File: config.mk
export PLATFORM = sky130hd
export DESIGN_NAME = plic_cmd_arbiter
export DESIGN_NICKNAME = d
export VERILOG_FILES = /design/src/rtl/plic_cmd_arbiter.sv
export SDC_FILE = /design/constraint.sdc
export NUM_CORES = 1
export LEC_CHECK = 0
export BUFFER_PORTS_ARGS = -buffer_cell sky130_fd_sc_hd__buf_4
export CORE_MARGIN = 1.5
export CORE_UTILIZATION = 30
export DETAILED_ROUTE_END_ITERATION = 6
export PLACE_DENSITY = 0.56
export SYNTH_ARGS = -nofsm -noshare
export SYNTH_HDL_FRONTEND = slang
export SYNTH_SLANG_ARGS = --single-unit
export TNS_END_PERCENT = 30
File: constraint.sdc
create_clock -name clk_i -period 2.4 [get_ports clk_i]
set_input_delay 0.36 -clock clk_i [delete_from_list [all_inputs] [get_ports clk_i]]
set_output_delay 0.36 -clock clk_i [all_outputs]
set_load 0.01 [all_outputs]
File: src/rtl/plic_cmd_arbiter.sv
// Round-robin arbiter sharing one PLIC command/response port between num_req_p requesters.
// One transaction in flight; a watchdog answers with an error and drains the late response.
module plic_cmd_arbiter #(
    parameter int unsigned num_req_p    = 2,
    parameter int unsigned addr_width_p = 32,
    parameter int unsigned data_width_p = 32,
    parameter int unsigned timeout_p    = 1024
) (
    input  logic                               clk_i,
    input  logic                               rst_ni,

    input  logic [num_req_p-1:0]               req_v_i,
    output logic [num_req_p-1:0]               req_ready_and_o,
    input  logic [num_req_p*addr_width_p-1:0]  req_addr_i,
    input  logic [num_req_p-1:0]               req_wr_en_i,
    input  logic [num_req_p*2-1:0]             req_data_size_i,
    input  logic [num_req_p*data_width_p-1:0]  req_wdata_i,

    output logic [num_req_p-1:0]               resp_v_o,
    input  logic [num_req_p-1:0]               resp_ready_and_i,
    output logic [data_width_p-1:0]            resp_rdata_o,
    output logic                               resp_err_o,

    output logic                               cmd_v_o,
    input  logic                               cmd_ready_and_i,
    output logic [addr_width_p-1:0]            cmd_addr_o,
    output logic                               cmd_wr_en_o,
    output logic [1:0]                         cmd_data_size_o,
    output logic [data_width_p-1:0]            cmd_wdata_o,

    input  logic                               plic_resp_v_i,
    output logic                               plic_resp_ready_and_o,
    input  logic [data_width_p-1:0]            plic_resp_rdata_i,

    output logic [$clog2(num_req_p)-1:0]       grant_id_o
);

    localparam int unsigned id_width_lp    = $clog2(num_req_p);
    localparam int unsigned timer_width_lp = $clog2(timeout_p);

    localparam logic [id_width_lp:0]      num_req_lp  = (id_width_lp+1)'(num_req_p);
    localparam logic [id_width_lp-1:0]    last_id_lp  = id_width_lp'(num_req_p - 1);
    localparam logic [timer_width_lp-1:0] timer_last_lp = timer_width_lp'(timeout_p - 1);

    typedef enum logic [1:0] {StIdle, StCmd, StWait, StResp} state_e;

    state_e                    state_r;
    logic [id_width_lp-1:0]    rr_ptr_r;
    logic [id_width_lp-1:0]    grant_r;
    logic                      drain_r;
    logic [timer_width_lp-1:0] timer_r;
    logic [data_width_p-1:0]   rdata_r;
    logic                      err_r;
    logic [addr_width_p-1:0]   addr_r;
    logic                      wr_en_r;
    logic [1:0]                size_r;
    logic [data_width_p-1:0]   wdata_r;

    logic                      win_v;
    logic [id_width_lp-1:0]    win_id;
    logic [id_width_lp:0]      idx;
    logic [id_width_lp-1:0]    cand;
    logic                      grant_ok;

    // First valid requester at or after rr_ptr_r, wrapping modulo num_req_p.
    always_comb begin
        win_v  = 1'b0;
        win_id = '0;
        idx    = '0;
        cand   = '0;
        for (int unsigned k = 0; k < num_req_p; k++) begin
            idx = {1'b0, rr_ptr_r} + (id_width_lp+1)'(k);
            if (idx >= num_req_lp) begin
                idx = idx - num_req_lp;
            end
            cand = idx[id_width_lp-1:0];
            if (!win_v && req_v_i[cand]) begin
                win_v  = 1'b1;
                win_id = cand;
            end
        end
    end

    // A pending late response blocks new grants so it cannot be misrouted.
    assign grant_ok = (state_r == StIdle) && !drain_r && win_v;

    always_comb begin
        req_ready_and_o = '0;
        if (grant_ok) begin
            req_ready_and_o[win_id] = 1'b1;
        end
    end

    always_comb begin
        resp_v_o = '0;
        if (state_r == StResp) begin
            resp_v_o[grant_r] = 1'b1;
        end
    end

    assign resp_rdata_o          = (state_r == StResp) ? rdata_r : '0;
    assign resp_err_o            = (state_r == StResp) && err_r;
    assign cmd_v_o               = (state_r == StCmd);
    assign cmd_addr_o            = cmd_v_o ? addr_r  : '0;
    assign cmd_wr_en_o           = cmd_v_o && wr_en_r;
    assign cmd_data_size_o       = cmd_v_o ? size_r  : '0;
    assign cmd_wdata_o           = cmd_v_o ? wdata_r : '0;
    assign plic_resp_ready_and_o = (state_r == StWait) || drain_r;
    assign grant_id_o            = grant_r;

    always_ff @(posedge clk_i) begin
        if (!rst_ni) begin
            state_r  <= StIdle;
            rr_ptr_r <= '0;
            grant_r  <= '0;
            drain_r  <= 1'b0;
            timer_r  <= '0;
            rdata_r  <= '0;
            err_r    <= 1'b0;
            addr_r   <= '0;
            wr_en_r  <= 1'b0;
            size_r   <= '0;
            wdata_r  <= '0;
        end else begin
            if (drain_r && plic_resp_v_i) begin
                drain_r <= 1'b0;
            end
            unique case (state_r)
                StIdle: begin
                    if (grant_ok) begin
                        grant_r <= win_id;
                        addr_r  <= req_addr_i[win_id*addr_width_p +: addr_width_p];
                        wr_en_r <= req_wr_en_i[win_id];
                        size_r  <= req_data_size_i[win_id*2 +: 2];
                        wdata_r <= req_wdata_i[win_id*data_width_p +: data_width_p];
                        state_r <= StCmd;
                    end
                end
                StCmd: begin
                    if (cmd_ready_and_i) begin
                        timer_r <= '0;
                        state_r <= StWait;
                    end
                end
                StWait: begin
                    // A response on the timeout cycle still counts as a normal answer.
                    if (plic_resp_v_i) begin
                        rdata_r <= plic_resp_rdata_i;
                        err_r   <= 1'b0;
                        state_r <= StResp;
                    end else if (timer_r == timer_last_lp) begin
                        rdata_r <= '1;
                        err_r   <= 1'b1;
                        drain_r <= 1'b1;
                        state_r <= StResp;
                    end else begin
                        timer_r <= timer_r + 1'b1;
                    end
                end
                StResp: begin
                    if (resp_ready_and_i[grant_r]) begin
                        rr_ptr_r <= (grant_r == last_id_lp) ? '0 : grant_r + 1'b1;
                        state_r  <= StIdle;
                    end
                end
                default: state_r <= StIdle;
            endcase
        end
    end

endmodule

After elaboration in Yosys (flattened, before gate mapping)
Cells that the tools add are included.

Bits in registers: 115. Latch bits: 0. RAM bits: 0. Bits in read-only memories: 0. Output and inout port bits: 107. Word-level logic and storage cells: 99. Memories: 0.

$add $sub $neg: 5. $mul: 0. Div/mod/pow operators: 0. Magnitude comparators: 8. Eq/ne operators: 10. Shift operators: 3. Mux-type cells: 43. Bitwise logic cells: 0. Reduce and logical (&&, ||, !) cells: 19.

Operators by type and width (count): $mux W32 (5); $shiftx A64 B7 Y32 (2); $mux W10 (3); $mux W1 (23); $pmux W10 S2 (1); $mux W2 (8); $add A10 B1 Y10 const B (1); $eq A10 B10 Y1 const B (1); $logic_and A1 B1 Y1 (8); $lt A1 B2 Y1 const B (4); $pmux W2 S4 (1); $reduce_and A4 Y1 (2); $ne A2 B2 Y1 const B (3); $reduce_and A2 Y1 (3); $eq A2 B2 Y1 const B (2); $ne A2 B1 Y1 const B (2); $reduce_bool A2 Y1 (2); $shiftx A4 B3 Y2 (1); $ne A3 B2 Y1 const B (1); $add A1 B1 Y2 const B (1); $demux W1 S1 (2); $eq A2 B1 Y1 const B (1); $ge A1 B1 Y1 const B (2); $ge A1 B2 Y1 const B (1); 6 further kinds (8).

Depth between registers and ports, before layout
Word-level depth: 13. Mapped depth: 9. Depth with buffers taken out: 6.

Least setup slack after synthesis
Ideal clock, no wire load.

Path kind: register -> register. Start: register state_r[0]. End: register timer_r[4]. Library setup time: 119 ps. Arrival: 1648 ps. Data required time: 2281 ps. Setup slack: 633 ps. Stages on the path, launching flop included: 9. Period minus slack after synthesis: 1767 ps. Path through: dfxtp_1 inv_1 ha_1 clkbuf_1 nand2_1 o211ai_1 or2_1 buf_4 o221a_2.

Longest elaborated chain between the ends: 3.

Ends and longest elaborated chain: start, declared (RTL line 47) `state_e state_r;`; start signal, assigned (RTL line 113) `state_r <= StIdle;`; start signal, assigned (RTL line 136) `state_r <= StCmd;`; start signal, assigned (RTL line 142) `state_r <= StWait;`; $eq A2 B2 Y1 / $eq A2 B1 Y1 (equally long branches) (RTL line 128) `unique case (state_r)`; $ne A2 B2 Y1 (no source line) (tied with other cells); $reduce_and A4 Y1 (no source line); end signal, assigned (RTL line 157) `timer_r <= timer_r + 1'b1;`; end, declared (RTL line 51) `logic [timer_width_lp-1:0] timer_r;`.

Parallel ways exist; a longest one is shown, timed or not. A chain may end at the register's enable or synchronous reset.

Worst setup path in the final report
Start: register state_r[0]. End: output req_ready_and_o[0].

Longest elaborated chain between the ends: 4.

Ends and longest elaborated chain: $logic_not A2 Y1 (RTL line 85) `assign grant_ok = (state_r == StIdle) && !drain_r && win_v;`; $logic_and A1 B1 Y1 (2 in a row) (RTL line 85); $mux W2 (RTL line 89) `if (grant_ok) begin`; end, declared (RTL line 13) `output logic [num_req_p-1:0] req_ready_and_o,`.

Every way passes these cells.

==> impl_summary.txt <==
----------------------------------------------------
[Status]
  Outcome ... finished, violations left
  Violated checks ... design-rule violations

[STA]
  Unrepaired setup endpoints after global routing ... false
  Worst slew slack as a fraction of its limit ... 63.8%
  Clock Skews ... roughly 12 ps
  Final setup violation count ... 0
  Setup TNS ... 0 ps
  Tightest Pin Transition ... 543 ps
  Portion of the clock cycle consumed by the worst path in the final layout ... 90.2%
  Final number of max-transition violations ... 0
  F_max ... 0.462 GHz
  Number of failing hold endpoints at the final stage ... 0
  Final critical path time including I/O delays and setup ... 2160 ps

[Clock network]
  TritonCTS clock tree ... yes
  H-Tree Depth ... 4
  Cell at the root of the clock tree ... clkbuf_16
  Clock Sink Count ... ~120
  Resized Gates After CTS ... 0
  Total clock buffers created by CTS ... 17
  Longest Clk Path Bufs ... 2
  Setup Buffers After CTS ... 0
  Clock transition at the registers of the reported paths ... 60 ps
  Clock latency at the later pin of the worst-skew pair ... 410 ps
  CTS Hold Bufs ... 0

[GRT]
  Number of antenna violations at the first check in global routing ... 0
  Largest net degree at the start of global routing ... 65
  Leftover overflow at the end of global routing ... 0
  First-pass GRT wire length ... 26200 um
  Number of global-route vias before repair ... about 5100
  All-layer global routing usage ... 18.5%

[Synth]
  Top flip-flop cell by instance count after synthesis ... dfxtp_1
  Netlist Area Pre-Place ... 5130 sq um
  Post-synthesis sequential area ratio ... between 40 and 50%
  Post-Syn Area per Cell ... 9.58 sq um
  Number of enable-type register cells in the synthesized netlist ... 0
  Yosys warns ... 0
  Async set-or-reset flop fraction in the synthesized netlist ... 0%
  Flops & latches, synth ... 115
  Number of different library cells in the post-synthesis netlist ... 40
  Cells after Synth ... 536
  Post-synth net total ... 715

[Setup path]
  WP data required ... 2040 ps
  Critical setup path kind ... reg -> out
  Maximum fanout along the worst path ... 5
  Startpoint type of the worst setup path ... flop
  CP arrival ... 1800 ps
  Crit path capture type ... output port

[Drt]
  Final routed wirelength across all metal layers ... 17100 um
  First DRT Iteration DRCs ... 448
  First-pass DRT Iterations ... 7
  Average wire per cell in the routed design ... 16.6 um
  Number of remaining DRC errors ... 4
  Via total after detailed routing ... 5300
  Number of routed nets with antenna violations ... 0
  Mean number of vias per cell ... 5.16

[Placement]
  Port Buffers ... 280
  Cell Count Post-Placement ... 996
  Weighted congestion reported at the end of routability-driven placement ... 0.789
  Detail Placement HPWL ... between 10000 and 15000 um

[Floorplan]
  Core outline area ... 16600 sq um
  Effective utilization at floorplan ... a little under a third
  Horizontal extent of the die ... 134 um
  Placement row count ... 47
  Die Y ... approximately 130 um
  Count of boundary I/O pins ... 281
  Area of the die ... 17900 sq um

[Pwr]
  Power density cells ... 930 nW/um^2
  Max IR drop VDD ... between 0.7 and 0.8 mV
  Leakage power figure ... roughly 0.0036 uW

[Final layout]
  Final Non-Filler Cells ... 1028
  Nets@finish ... 974
  N_diodes ... 0
  Share of cells above drive strength 1 ... between 40% and 50%
  Area added between synthesis and finish ... 56.9%

[Job]
  MaxCap Viol Count ... 0

[Hold path]
  Worst min-delay path class ... in -> reg

----------------------------------------------------
[kinds of logic (layout without fill, tap and decap cells)]
family          after synthesis  after routing  share of synthesized area [%]
compound gates              130            130                           24.9
fa+ha+maj                     5              5                           1.22
buf+inv                      62            334                           5.41
flops                       115            115                           44.8
mux                           2              2                          0.390
simple gates                222            222                           23.2
[where the power goes]
part	leakage, uW	total, uW	switching, uW	internal (uW)
Sequential	0.000941	2470	189	2280
Clock	0.000293	2560	906	1660
Combinational	0.00240	2460	1310	1150
Total	0.00363	7490	2400	5090
[path summary, 6_finish.rpt]
path                               startpoint                  to  slack, ps  cells after the start
worst max-delay path               state_r[0]  req_ready_and_o[0]        240                      5
worst max register to register     state_r[0]         wdata_r[18]        360                      7
worst min register to register          err_r               err_r        500                      1
worst min-delay path            plic_resp_v_i             drain_r        150                      2
[layout by cell type, fill, tap and decap left out, drive strengths merged]
master,synthesis,routed
a211oi,1,1
a21oi,6,6
a221oi,1,1
a222oi,67,67
a31oi,1,1
and2,101,101
buf,12,295
bufinv,0,3
clkbuf,43,19
clkinv,0,8
clkinvlp,0,2
dfxtp,115,115
ha,5,5
inv,7,7
mux2i,2,2
nand2,16,16
nand2b,3,3
nand3,3,3
nand3b,1,1
nand4,2,2
nor2,77,77
nor2b,4,4
nor3,7,7
nor3b,1,1
nor4,1,1
o211a,1,1
o211ai,2,2
o21a,2,2
o21ai,9,9
o221a,38,38
o311a,1,1
o311ai,1,1
or2,5,5
or3,1,1
[state kept, by name (all words and copies together), names as in the netlist, 2 cells and up]
| register | cells |
|---|---|
| addr_r | 32 |
| rdata_r | 32 |
| size_r | 2 |
| state_r | 2 |
| timer_r | 10 |
| wdata_r | 32 |
[cell usage after synthesis (2+ instances only)]
library cell / n / area [sq um]
o221a_2: 31 / 349
buf_4: 4 / 30.0
o221a_1: 7 / 78.8
nor3_1: 7 / 35.0
and2_1: 101 / 632
nand2b_1: 2 / 12.5
a21oi_1: 6 / 30.0
or2_1: 2 / 12.5
or2_2: 3 / 18.8
buf_6: 3 / 33.8
nand3_1: 2 / 10.0
o211ai_1: 2 / 15.0
nand2_1: 16 / 60.1
mux2i_1: 2 / 20.0
nor2b_1: 4 / 25.0
clkbuf_1: 42 / 158
inv_1: 7 / 26.3
nor2_1: 77 / 289
ha_1: 5 / 62.6
o21ai_0: 9 / 45.0
a222oi_1: 67 / 671
buf_2: 5 / 25.0
dfxtp_1: 115 / 2300
[worst max-delay path, cell delays in order (launching register included)]
cell and delay, ps:
dfxtp_1 330, inv_1 110, ha_1 250, nand2b_4 100
a211oi_4 410, buf_4 200
[through the flow]
stage | util [%] | setup slack [ps] | instance area [sq um] | total power (uW) | hold WS [ps]
2_1_floorplan | - | 633 | 5130 | 4020 | 439
3_3_place_gp | 44.8 | 432 | 7450 | 4930 | 476
3_5_place_dp | 44.8 | 376 | 7450 | 4980 | 486
4_1_cts | 48.4 | 172 | 8060 | 7580 | 129
5_1_grt | 48.4 | 120 | 8060 | 7940 | 135
6_report | 48.4 | 235 | 8060 | 7490 | 155
[area by class of cell]
cell class	count	area, sq um
Multi-Input combinational cell	359	2570
Clock buffer	19	443
Timing Repair Buffer	295	2280
Clock inverter	13	160
Sequential cell	115	2300
Fill cell	1574	8590
Inverter	7	26.3
Tap cell	220	275
[per-layer routing]
metal | GRT usage, % | routed length [um]
met3 | 5.06 | 1230
met2 | 32.1 | 8580
met5 | 0 | 0
met4 | 6.82 | 293
met1 | 21.7 | 7010
Note: power is estimated with default switching activity, not from simulation.
